==> src/rtl/wb_mux_pkg.sv <==
// Shared types and width helpers for the Wishbone slave multiplexer.
// Holds the controller state encoding and the default read data returned on failed cycles.
package wb_mux_pkg;

    typedef enum logic [1:0] {
        IDLE = 2'd0,
        BUSY = 2'd1,
        RESP = 2'd2
    } mux_state_e;

    localparam logic [31:0] DEF_ERR_DATA = 32'hBAD0_BAD0;

    // A single slave still needs a 1-bit index register even though no address bits decode it.
    function automatic int sel_width(input int num_slv);
        return (num_slv > 1) ? $clog2(num_slv) : 1;
    endfunction

    function automatic int ctr_width(input int timeout);
        return $clog2(timeout + 1);
    endfunction

endpackage

==> src/rtl/wb_timeout_ctr.sv <==
// Per-cycle wait counter for the slave multiplexer.
// Flags expiry in the cycle where the count reaches TIMEOUT-1 while enabled.
module wb_timeout_ctr
    import wb_mux_pkg::*;
#(
    parameter int TIMEOUT = 255
) (
    input  logic clk,
    input  logic rst_n,
    input  logic clear,
    input  logic enable,
    output logic expire
);

    localparam int            CW   = ctr_width(TIMEOUT);
    localparam logic [CW-1:0] LAST = CW'(TIMEOUT - 1);

    logic [CW-1:0] count_r;

    // Wait counter: restarts on clear, advances while enabled and parks at LAST
    always_ff @(posedge clk or negedge rst_n) begin
        if (!rst_n) begin
            count_r <= '0;
        end else if (clear) begin
            count_r <= '0;
        end else if (enable && (count_r != LAST)) begin
            count_r <= count_r + CW'(1);
        end else begin
            count_r <= count_r;
        end
    end

    assign expire = enable && (count_r == LAST);

endmodule

==> src/rtl/wb_slave_mux.sv <==
// Wishbone cycle controller: decodes a slave index from the bridge address, issues one
// registered cycle to that slave and returns a single-cycle ack/err with read data.
module wb_slave_mux
    import wb_mux_pkg::*;
#(
    parameter int          NUM_SLV  = 4,
    parameter int          ADR_W    = 17,
    parameter int          SEL_LSB  = 14,
    parameter int          TIMEOUT  = 255,
    parameter logic [31:0] ERR_DATA = DEF_ERR_DATA
) (
    input  logic                  WB_CLK,
    input  logic                  WB_RST_N,
    input  logic [ADR_W-1:0]      m_adr,
    input  logic                  m_cyc,
    input  logic                  m_stb,
    input  logic                  m_we,
    input  logic [3:0]            m_sel,
    input  logic [31:0]           m_dat_w,
    output logic [31:0]           m_dat_r,
    output logic                  m_ack,
    output logic                  m_err,
    output logic [NUM_SLV-1:0]    s_cyc,
    output logic [NUM_SLV-1:0]    s_stb,
    output logic [ADR_W-1:0]      s_adr,
    output logic                  s_we,
    output logic [3:0]            s_sel,
    output logic [31:0]           s_dat_w,
    input  logic [32*NUM_SLV-1:0] s_dat_r,
    input  logic [NUM_SLV-1:0]    s_ack,
    input  logic [NUM_SLV-1:0]    s_err,
    output logic [7:0]            to_count
);

    localparam int               SEL_W     = sel_width(NUM_SLV);
    localparam logic [SEL_W:0]   NUM_SLV_L = (SEL_W + 1)'(NUM_SLV);

    mux_state_e         state_r, state_s;
    logic [SEL_W-1:0]   idx_r, idx_s;
    logic [SEL_W-1:0]   field_s;
    logic               dec_ok_s;
    logic [NUM_SLV-1:0] act_r, act_s;
    logic [ADR_W-1:0]   adr_s;
    logic               we_s;
    logic [3:0]         sel_s;
    logic [31:0]        dat_w_s;
    logic [31:0]        dat_r_s;
    logic               ack_s, err_s;
    logic [7:0]         to_cnt_s;
    logic               sel_ack_s, sel_err_s;
    logic [31:0]        sel_dat_s;
    logic               ctr_clear_s, ctr_en_s, expire_s;

    assign field_s  = (NUM_SLV > 1) ? m_adr[SEL_LSB +: SEL_W] : '0;
    assign dec_ok_s = ({1'b0, field_s} < NUM_SLV_L);
    assign s_cyc    = act_r;
    assign s_stb    = act_r;

    wb_timeout_ctr #(
        .TIMEOUT (TIMEOUT)
    ) u_timeout_ctr (
        .clk    (WB_CLK),
        .rst_n  (WB_RST_N),
        .clear  (ctr_clear_s),
        .enable (ctr_en_s),
        .expire (expire_s)
    );

    // Route only the addressed slave's response and data; all other slaves are masked off
    always_comb begin
        sel_ack_s = 1'b0;
        sel_err_s = 1'b0;
        sel_dat_s = 32'h0000_0000;
        for (int i = 0; i < NUM_SLV; i++) begin
            sel_ack_s = sel_ack_s | (s_ack[i] & (idx_r == SEL_W'(i)));
            sel_err_s = sel_err_s | (s_err[i] & (idx_r == SEL_W'(i)));
            sel_dat_s = sel_dat_s | (s_dat_r[32*i +: 32] & {32{idx_r == SEL_W'(i)}});
        end
    end

    // Next-state and next-output logic; in BUSY err beats ack, ack beats timeout, timeout beats abort
    always_comb begin
        state_s     = state_r;
        idx_s       = idx_r;
        act_s       = act_r;
        adr_s       = s_adr;
        we_s        = s_we;
        sel_s       = s_sel;
        dat_w_s     = s_dat_w;
        dat_r_s     = m_dat_r;
        ack_s       = 1'b0;
        err_s       = 1'b0;
        to_cnt_s    = to_count;
        ctr_clear_s = 1'b0;
        ctr_en_s    = 1'b0;
        case (state_r)
            IDLE: begin
                if (m_cyc && m_stb) begin
                    adr_s   = m_adr;
                    we_s    = m_we;
                    sel_s   = m_sel;
                    dat_w_s = m_dat_w;
                    idx_s   = field_s;
                    if (dec_ok_s) begin
                        state_s     = BUSY;
                        act_s       = NUM_SLV'(1'b1) << field_s;
                        ctr_clear_s = 1'b1;
                    end else begin
                        state_s = RESP;
                        err_s   = 1'b1;
                        dat_r_s = ERR_DATA;
                    end
                end else begin
                    state_s = IDLE;
                end
            end
            BUSY: begin
                ctr_en_s = 1'b1;
                if (sel_err_s) begin
                    state_s = RESP;
                    act_s   = '0;
                    err_s   = 1'b1;
                    dat_r_s = sel_dat_s;
                end else if (sel_ack_s) begin
                    state_s = RESP;
                    act_s   = '0;
                    ack_s   = 1'b1;
                    dat_r_s = sel_dat_s;
                end else if (expire_s) begin
                    state_s  = RESP;
                    act_s    = '0;
                    err_s    = 1'b1;
                    dat_r_s  = ERR_DATA;
                    to_cnt_s = (to_count == 8'hFF) ? to_count : to_count + 8'd1;
                end else if (!m_cyc) begin
                    state_s = IDLE;
                    act_s   = '0;
                end else begin
                    state_s = BUSY;
                end
            end
            RESP: begin
                state_s = IDLE;
            end
            default: begin
                state_s = IDLE;
                act_s   = '0;
            end
        endcase
    end

    // Controller state register
    always_ff @(posedge WB_CLK or negedge WB_RST_N) begin
        if (!WB_RST_N) begin
            state_r <= IDLE;
        end else begin
            state_r <= state_s;
        end
    end

    // Registered datapath and outputs; reset clears everything so an in-flight cycle vanishes
    always_ff @(posedge WB_CLK or negedge WB_RST_N) begin
        if (!WB_RST_N) begin
            idx_r    <= '0;
            act_r    <= '0;
            s_adr    <= '0;
            s_we     <= 1'b0;
            s_sel    <= 4'h0;
            s_dat_w  <= 32'h0000_0000;
            m_dat_r  <= 32'h0000_0000;
            m_ack    <= 1'b0;
            m_err    <= 1'b0;
            to_count <= 8'h00;
        end else begin
            idx_r    <= idx_s;
            act_r    <= act_s;
            s_adr    <= adr_s;
            s_we     <= we_s;
            s_sel    <= sel_s;
            s_dat_w  <= dat_w_s;
            m_dat_r  <= dat_r_s;
            m_ack    <= ack_s;
            m_err    <= err_s;
            to_count <= to_cnt_s;
        end
    end

endmodule

==> config.mk <==
export PLATFORM = sky130hd
export DESIGN_NAME = wb_slave_mux
export DESIGN_NICKNAME = d
export VERILOG_FILES = /design/src/rtl/wb_mux_pkg.sv /design/src/rtl/wb_timeout_ctr.sv /design/src/rtl/wb_slave_mux.sv
export SDC_FILE = /design/constraint.sdc
export NUM_CORES = 1
export LEC_CHECK = 0
export ABC_AREA = 1
export ABC_CLOCK_PERIOD_IN_PS = 2300
export BUFFER_PORTS_ARGS = -buffer_cell sky130_fd_sc_hd__buf_2
export CELL_PAD_IN_SITES_DETAIL_PLACEMENT = 1
export CELL_PAD_IN_SITES_GLOBAL_PLACEMENT = 2
export CORE_ASPECT_RATIO = 1.25
export CORE_MARGIN = 1
export CORE_UTILIZATION = 23
export CTS_BUF_LIST = sky130_fd_sc_hd__clkbuf_4 sky130_fd_sc_hd__clkbuf_8 sky130_fd_sc_hd__clkbuf_16
export DETAILED_ROUTE_END_ITERATION = 12
export HOLD_SLACK_MARGIN = 0.08
export PLACE_DENSITY = 0.85
export SLEW_MARGIN = 20
export SYNTH_ARGS = -nofsm -noshare
export SYNTH_HDL_FRONTEND = slang
export SYNTH_HIERARCHICAL = 1
export SYNTH_SLANG_ARGS = --single-unit
==> constraint.sdc <==
create_clock -name WB_CLK -period 2.3 [get_ports WB_CLK]
set_input_delay 0.115 -clock WB_CLK [delete_from_list [all_inputs] [get_ports WB_CLK]]
set_output_delay 0.115 -clock WB_CLK [all_outputs]
set_load 0.01 [all_outputs]
==> impl_metrics.csv, run 1 <==
group,metric,value,unit
timing,drv_slew,0,
pwr,totalPowerFinal,9.601,mW
die,io_pins,298,
worst_setup_path,arrival,2270,ps
global_routing,grt_antenna_before_repair,3,
timing,fin_skew,11.16,ps
clock_tree,cts_inserted_buffers,9,
pwr,pwr_density_cell,1132,mW/mm²
die,fp.dieH,179.3,µm
status,status,"finished, final reports clean",
clock_tree,h-tree-depth,3,
synth,synthMostInstantiatedCell,"nand2_1",
timing,fmax,0.4942,GHz
global_routing,grt_pass1_vias,6578,
routing,first_iter_violations,144,
place,hpwl,15560,µm
routing,routed_wl,21450,µm
timing,worstMarginPinSlew,947.0,ps
worst_setup_path,endpoint_kind,"flop",
timing,finalSetupViolations,0,
synth,yosys-top-cells-count,"nand2_1 (473), dfrtp_1 (110), inv_1 (53)",
routing,routed_via_density,4.246,
die,rows,64,
clock_tree,clk_pin_slew,80,ps
synth,synth_top_area_frac,0.4761,
finish,drive_above_1_share,0.2990,
worst_setup_path,required,2550,ps
global_routing,grt_pass1_wl,33100,µm
pwr,peakVddDrop,0.3562,mV
synth,yosysWarnings,6,
die,die_area,0.02578,mm²
worst_setup_path,path_max_fanout,15,
routing,dr.pass1.iters,5,
die,dieWidth,143.8,µm
die,start_util,0.2352,
synth,syn_nets,1016,
synth,synthTopCellsByArea,"dfrtp_1 (48%), nand2_1 (31%), inv_1 (3.4%)",
place,dp_cells,1416,
synth,ys_seq_elements,110,
timing,rsz0062_at_grt,"false",
synth,yosysUniqueCellTypes,26,
place,place.gp.congestion,0.7506,
die,core_area,0.02458,mm²
synth,synth_cells,819,
timing,slew_headroom,0.3686,
global_routing,grtUsageTotal,0.1680,
worst_setup_path,path_class,"reg -> reg",
clock_tree,insertion_delay,360,ps
run,drv_cap,0,
clock_tree,cts_tree,"done",
timing,period_share,0.8798,
routing,drc,0,
clock_tree,postCtsSetupRepairBufs,0,
global_routing,grt_max_degree,74,
clock_tree,cts_sinks,110,
worst_setup_path,start_kind,"flop",
clock_tree,clockBufferDepth,2,
synth,synth.avg_cell_area,7.060,µm²
routing,vias,6322,
synth,synth_edf_count,0,
synth,yosysTopAreaCell,"dfrtp_1",
finish,nets,1349,
routing,routedWlPerCell,14.40,µm
synth,synthArstFlopShare,1.000,
finish,area_growth,46.72,%
timing,hold_viol,0,
timing,worst_slack,276.5,ps
timing,tns,0,ps
global_routing,grt_overflow,0,
synth,syn_area,0.005782,mm²
timing,period_needed,2023,ps
worst_hold_path,hp-class,"in -> reg",
routing,final_antenna_net_count,0,
pwr,leakagePower,4.755,nW
synth,ys_seq_area_frac,0.4761,
place,dp_slack,171.8,ps
clock_tree,root_buffer,"clkbuf_16",
finish,stdcell_count,1489,
place,portBuffers,297,
synth,synth_flop_cell,"dfrtp_1",
-- power by group --
group	internal, mW	total [mW]	switching [mW]
Clock	0.776	1.63	0.850
Sequential	2.74	3.24	0.502
Combinational	1.77	4.74	2.96
Total	5.29	9.60	4.32
-- flip-flops by register name, indices dropped and copies added (netlist names) --
signal,cells
s_cyc,4
m_err,1
to_count,8
u_timeout_ctr/count_r,8
m_dat_r,32
s_dat_w,32
s_adr,17
m_ack,1
state_r,2
s_sel,4
s_we,1
-- routing by layer --
| layer | share of wire | GRT usage | vias to the layer above | wire length, µm |
|---|---|---|---|---|
| li1 | - | - | 3151 | - |
| met1 | 0.40 | 0.1784 | 2930 | 8531 |
| met2 | 0.53 | 0.3192 | 211 | 11300 |
| met3 | 0.058 | 0.04594 | 26 | 1236 |
| met4 | 0.016 | 0.04832 | 4 | 347 |
| met5 | 0.0014 | 0 | - | 31 |
-- critical path, stage by stage (launching register included) --
cell	delay, ps
dfrtp_1	410
inv_1	120
ha_1	190
nand2_1	60
nor2_1	150
nand2_2	110
nor2_1	170
nand2_1	140
a21oi_2	210
nand3_4	190
nand2_1	100
o21ai_1	60
-- cells by family after synthesis --
group,synth area share
xor gates and xnor gates,0.01060
DFF,0.4761
buffers and inverters,0.07336
adders and majority gates,0.006493
and+or+nand+nor,0.4192
AOI/OAI and AO/OA,0.01428
-- cell type report --
type                            instances  area (µm²)
Antenna cell                            2       5.005
Clock buffer                            9       225.2
Clock inverter                          7       78.83
Fill cell                            3127       16100
Inverter                               58       222.7
Multi-Input combinational cell        612        2629
Sequential cell                       110        2753
Tap cell                              330       412.9
Timing Repair Buffer                  361        2157
-- cell usage in the layout, fill, tap and decap left out, types with 2 or more instances in the layout --
| cell type | Yosys | layout |
|---|---|---|
| inv_6 | 0 | 2 |
| nand2_1 | 473 | 473 |
| dlygate4sd3_1 | 0 | 55 |
| o21ai_1 | 10 | 10 |
| nor2_4 | 5 | 6 |
| ha_1 | 3 | 3 |
| xnor2_1 | 2 | 2 |
| o21ai_0 | 3 | 3 |
| clkinv_4 | 1 | 3 |
| clkinv_8 | 0 | 2 |
| xor2_1 | 5 | 5 |
| nand2_2 | 7 | 7 |
| and2_1 | 16 | 16 |
| nor2_1 | 19 | 16 |
| dfrtp_1 | 110 | 110 |
| inv_1 | 53 | 53 |
| inv_2 | 4 | 4 |
| buf_4 | 9 | 6 |
| nand3_1 | 36 | 36 |
| buf_12 | 0 | 4 |
| diode_2 | 0 | 2 |
| clkbuf_16 | 0 | 9 |
| buf_2 | 17 | 296 |
| nor2_2 | 0 | 2 |
| nor3_1 | 5 | 5 |
| nand3b_1 | 2 | 2 |
| nand4_1 | 20 | 20 |
-- worst paths after layout --
kind                                               start           to  slack [ps]  cells past startpoint
worst max-delay path            u_timeout_ctr/count_r[0]  to_count[5]         280                     11
max in group asynchronous                       WB_RST_N  s_dat_w[10]        1210                      3
min in group asynchronous                       WB_RST_N   m_dat_r[2]         280                      2
worst min register to register                s_dat_w[8]   s_dat_w[8]         470                      2
worst max register to register  u_timeout_ctr/count_r[0]  to_count[5]         280                     11
worst min-delay path                            s_ack[3]        m_err         130                      4
-- per-stage QoR --
| step | instance area (µm²) | hold slack, ps | utilization |
|---|---|---|---|
| floorplan | 5782 | -180.6 | - |
| global placement | 7612 | 132.3 | 0.3097 |
| detailed placement | 7612 | 141.9 | 0.3097 |
| CTS | 8467 | 105.0 | 0.3444 |
| global route | 8481 | 138.9 | 0.3450 |
| finish | 8483 | 126.0 | 0.3451 |
-- timing repair --
item,in CTS,in global routing
gates resized for setup,0,2
hold buffers,55,0
setup endpoints to repair,0,8
endpoints found under the hold margin,91,0
Note: power is estimated with default switching activity, not from simulation.
==> inputs of run 2 (changes only) <==
--- a/config.mk
+++ b/config.mk
@@ -9,14 +9,14 @@
 export ABC_CLOCK_PERIOD_IN_PS = 2300
 export BUFFER_PORTS_ARGS = -buffer_cell sky130_fd_sc_hd__buf_2
 export CELL_PAD_IN_SITES_DETAIL_PLACEMENT = 1
-export CELL_PAD_IN_SITES_GLOBAL_PLACEMENT = 2
+export CELL_PAD_IN_SITES_GLOBAL_PLACEMENT = 1
 export CORE_ASPECT_RATIO = 1.25
 export CORE_MARGIN = 1
-export CORE_UTILIZATION = 23
+export CORE_UTILIZATION = 31
 export CTS_BUF_LIST = sky130_fd_sc_hd__clkbuf_4 sky130_fd_sc_hd__clkbuf_8 sky130_fd_sc_hd__clkbuf_16
 export DETAILED_ROUTE_END_ITERATION = 12
 export HOLD_SLACK_MARGIN = 0.08
-export PLACE_DENSITY = 0.85
+export PLACE_DENSITY = 0.86
 export SLEW_MARGIN = 20
 export SYNTH_ARGS = -nofsm -noshare
 export SYNTH_HDL_FRONTEND = slang
==> impl_metrics.csv, run 2 (synthesis results as in run 1) <==
group,metric,value,unit
timing,tns,0,ps
timing,worst_slack,269.8,ps
timing,slew_headroom,0.3813,
timing,period_needed,2030,ps
clock_tree,root_buffer,"clkbuf_16",
routing,routedWlPerCell,15.57,µm
die,rows,55,
worst_setup_path,r2r-end,"to_count[3]",
worst_setup_path,path_max_fanout,15,
global_routing,grt_max_degree,66,
timing,finalSetupViolations,0,
die,dieWidth,124.2,µm
die,core_area,0.01817,mm²
timing,hold_viol,0,
finish,nFillCells,2362,
pwr,peakVddDrop,0.4733,mV
global_routing,grt_overflow,0,
run,drv_cap,0,
clock_tree,postCtsSetupRepairBufs,0,
pwr,pwr_density_cell,1152,mW/mm²
routing,routed_via_density,4.711,
clock_tree,clk_pin_slew,80,ps
worst_setup_path,path_class,"reg -> reg",
finish,final_common_cell,"nand2_1",
finish,area_growth,44.38,%
routing,routed_wl,21620,µm
worst_setup_path,arrival,2270,ps
finish,reg_top3,"m_dat_r x32, s_dat_w x32, s_adr x17",
place,place.gp.congestion,0.8044,
worst_setup_path,cp_slowest_cell,"dfrtp_1",
status,status,"finished, final reports clean",
finish,nets,1350,
routing,drc,0,
worst_setup_path,start_kind,"flop",
worst_setup_path,endpoint_kind,"flop",
clock_tree,cts_inserted_buffers,9,
timing,period_share,0.8827,
die,io_pins,298,
pwr,leakagePower,4.756,nW
clock_tree,cts_sinks,110,
worst_setup_path,r2r_slack,270,ps
finish,drive_above_1_share,0.2997,
worst_setup_path,slowest_delay,400,ps
clock_tree,cts_tree,"done",
routing,dr.pass1.iters,4,
routing,final_antenna_net_count,0,
timing,fin_skew,18.90,ps
global_routing,grt_pass1_vias,6999,
global_routing,grtUsageTotal,0.2300,
timing,rsz0062_at_grt,"false",
routing,first_iter_violations,231,
timing,fmax,0.4926,GHz
worst_hold_path,whs_path_depth,4,
worst_setup_path,crit_chain,"inv_1 -> ha_1 -> nand2_1 -> nor2_1 -> nand2_2 -> nor2_1 -> nand2_1 -> a21oi_2 -> nand3_4 -> nand2_1 -> o21ai_1",
timing,worstMarginPinSlew,928.1,ps
worst_hold_path,worst_hold_path.endpoint,"m_ack",
worst_setup_path,r2r_cells,11,
worst_setup_path,r2r-start,"u_timeout_ctr/count_r[0]",
die,fp.dieH,154.7,µm
clock_tree,insertion_delay,360,ps
finish,final_cell_mix,"nand2_1 (473), buf_2 (296), dfrtp_1 (110), dlygate4sd3_1 (55), inv_1 (53)",
clock_tree,h-tree-depth,3,
place,dp_slack,131.6,ps
die,start_util,0.3183,
die,die_area,0.01920,mm²
place,hpwl,15180,µm
global_routing,grt_pass1_wl,34190,µm
routing,vias,6543,
timing,drv_slew,0,
worst_hold_path,hp-class,"in -> reg",
worst_hold_path,min_from,"s_err[0]",
clock_tree,clockBufferDepth,2,
global_routing,grt_antenna_before_repair,3,
place,portBuffers,297,
worst_setup_path,required,2540,ps
worst_setup_path,cpMostUsedCell,"nand2_1",
==> run 2: layer usage <==
metal  global-route usage  vias to the layer above  wire length, µm
li1                     -                     3157                -
met1               0.2390                     3080             8176
met2               0.4246                      256            11150
met3              0.05973                       48             1604
met4              0.09864                        2              674
met5                    0                        -               16
==> run 2: final cells by class <==
| class | instances | area, µm² | share of cell area |
|---|---|---|---|
| well taps | 228 | 285.3 | 0.03417 |
| diodes | 3 | 7.507 | 0.0008993 |
| repair buffers | 362 | 2152 | 0.2578 |
| clock buffers | 9 | 225.2 | 0.02698 |
| clock inverters | 7 | 73.82 | 0.008843 |
| inverters | 58 | 222.7 | 0.02668 |
| multi-input cells | 612 | 2629 | 0.3149 |
| flip-flops and latches | 110 | 2753 | 0.3297 |
==> run 2: what timing repair did <==
action	CTS	global route
endpoints found under the setup margin	0	8
hold endpoints to repair	165	0
gates resized for setup	0	2
hold buffers	55	0
==> run 2: how the worst max path moves through the flow <==
stage	from	to	slack (ps)	cells after the start
after floorplan	u_timeout_ctr/count_r[0]	to_count[6]	410	12
after global placement	u_timeout_ctr/count_r[0]	to_count[1]	300	11
after detailed placement	u_timeout_ctr/count_r[0]	to_count[3]	130	11
after CTS	u_timeout_ctr/count_r[0]	to_count[4]	110	11
after global routing	u_timeout_ctr/count_r[0]	to_count[3]	30	11
final	u_timeout_ctr/count_r[0]	to_count[3]	270	11
==> run 2: worst max-delay path: cells and delay by family, from the launching register on <==
family                   cells  cell delay, ps
AND/OR/NAND/NOR              7             950
flip-flops                   1             400
buffers and inverters        1             110
AO/OA/AOI/OAI                2             260
adder cells (fa/ha/maj)      1             190
==> run 2: power by group <==
part	switching (mW)	leakage (nW)	internal, mW
logic	3.00	3.22	1.76
clock network	0.814	0.148	0.776
registers	0.537	1.39	2.74
total	4.35	4.76	5.27
==> run 2: metrics by stage <==
stage | area [µm²] | hold slack [ps] | instances | utilization | power (mW)
after floorplan | 5782 | -180.6 | 819 | - | 6.091
after global placement | 7480 | 144.6 | 1315 | 0.4117 | 7.750
after detailed placement | 7480 | 152.8 | 1315 | 0.4117 | 7.947
after CTS | 8329 | 97.96 | 1386 | 0.4585 | 9.657
after global routing | 8343 | 123.9 | 1387 | 0.4592 | 10.50
final | 8348 | 125.2 | 1389 | 0.4595 | 9.620
==> inputs of run 3 (changes only) <==
==> constraint.sdc (replaced) <==
create_clock -name WB_CLK -period 2.3 [get_ports WB_CLK]
set_input_delay 0.23 -clock WB_CLK [delete_from_list [all_inputs] [get_ports WB_CLK]]
set_output_delay 0.23 -clock WB_CLK [all_outputs]
set_load 0.01 [all_outputs]
==> impl_metrics.csv, run 3 (synthesis results as in run 1) <==
group,metric,value,unit
place,portBuffers,297,
global_routing,grt_overflow,0,
worst_setup_path,endpoint_kind,"flop",
timing,hold_viol,0,
clock_tree,insertion_delay,360,ps
timing,rsz0062_at_grt,"false",
timing,period_share,0.8917,
finish,stdcell_count,1380,
place,dp_cells,1315,
finish,area_growth,42.65,%
global_routing,grt_pass1_wl,34560,µm
clock_tree,cts_tree,"done",
clock_tree,clockBufferDepth,2,
finish,drive_above_1_share,0.3020,
run,drv_cap,0,
worst_hold_path,hp-class,"in -> reg",
routing,final_antenna_net_count,0,
finish,nets,1341,
die,rows,55,
pwr,totalPowerFinal,9.601,mW
timing,drv_slew,0,
timing,worst_slack,249.1,ps
timing,period_needed,2051,ps
clock_tree,root_buffer,"clkbuf_16",
place,place.gp.congestion,0.8070,
finish,reg_top3,"m_dat_r x32, s_dat_w x32, s_adr x17",
worst_setup_path,required,2550,ps
routing,vias,6485,
die,io_pins,298,
pwr,peakVddDrop,0.4541,mV
die,core_area,0.01817,mm²
pwr,leakagePower,4.707,nW
timing,tns,0,ps
place,place_area,0.007480,mm²
die,fp.dieH,154.7,µm
clock_tree,h-tree-depth,3,
routing,routedWlPerCell,15.98,µm
die,die_area,0.01920,mm²
finish,stdcell_area,0.008248,mm²
clock_tree,clk_pin_slew,80,ps
timing,fin_skew,11.40,ps
routing,first_iter_violations,222,
place,hpwl,15450,µm
clock_tree,cts_sinks,110,
global_routing,grtUsageTotal,0.2354,
timing,finalSetupViolations,0,
global_routing,grt_max_degree,66,
clock_tree,cts_inserted_buffers,9,
worst_setup_path,path_max_fanout,15,
worst_setup_path,arrival,2300,ps
worst_setup_path,start_kind,"flop",
global_routing,grt_antenna_before_repair,3,
die,start_util,0.3183,
timing,worstMarginPinSlew,928.0,ps
pwr,pwr_density_cell,1164,mW/mm²
finish,final_common_cell,"nand2_1",
global_routing,grt_pass1_vias,7083,
routing,dr.pass1.iters,4,
status,status,"finished, final reports clean",
timing,fmax,0.4876,GHz
routing,routed_wl,22050,µm
finish,final_cell_mix,"nand2_1 (473), buf_2 (296), dfrtp_1 (110), inv_1 (53), dlygate4sd3_1 (46)",
worst_setup_path,path_class,"reg -> reg",
timing,slew_headroom,0.3804,
routing,routed_via_density,4.699,
routing,drc,0,
die,dieWidth,124.2,µm
place,dp_slack,130.3,ps
[run 3: layer usage]
layer	GRT usage	up-vias	routed length [µm]
met2	0.4328	256	11420
met4	0.1020	2	743
met5	0	-	13
met1	0.2397	3036	8103
li1	-	3137	-
met3	0.07043	54	1767
[run 3: final timing paths]
kind                                           from     endpoint  slack, ps  depth (start not counted)
setup / recovery           u_timeout_ctr/count_r[0]  to_count[2]        250                         11
hold / removal                           m_dat_w[0]   s_dat_w[0]        110                          3
setup reg to reg           u_timeout_ctr/count_r[0]  to_count[2]        250                         11
hold reg to reg                         s_dat_w[23]  s_dat_w[23]        470                          2
max in group asynchronous                  WB_RST_N  m_dat_r[13]       1320                          3
min in group asynchronous                  WB_RST_N  to_count[6]        260                          2
[run 3: layout make-up]
type                       instances  area, µm²
antenna                            3      7.507
inverter                          58      222.7
multi-input combinational        612       2629
clock buffer                       9      225.2
fill                            2400       9920
clock inverter                     7      63.81
sequential                       110       2753
timing repair buffer             353       2062
tap                              228      285.3
[run 3: what timing repair did]
item / in CTS / in global routing
setup buffers: 0 / 0
endpoints found under the setup margin: 0 / 8
gates resized for setup: 0 / 2
hold buffers: 46 / 0
hold endpoints to repair: 120 / 0
[run 3: report_power, final]
group | internal [mW] | switching [mW] | total, mW
combinational | 1.75 | 3.01 | 4.75
sequential | 2.74 | 0.544 | 3.28
clock | 0.760 | 0.805 | 1.57
[run 3: critical path, stage by stage (launching register included)]
cell and delay, ps:
dfrtp_1 410, inv_1 130, ha_1 190, nand2_1 60
nor2_1 150, nand2_2 100, nor2_1 170, nand2_1 140
a21oi_2 210, nand3_4 200, nand2_1 110, o21ai_1 70
[run 3: metrics by stage]
| step | hold WS (ps) | util |
|---|---|---|
| 3_3_place_gp | 82.23 | 0.4117 |
| 3_5_place_dp | 86.14 | 0.4117 |
| 4_1_cts | 82.63 | 0.4530 |
| 6_report | 105.5 | 0.4540 |
| 5_1_grt | 108.5 | 0.4537 |
| 2_1_floorplan | -65.59 | - |
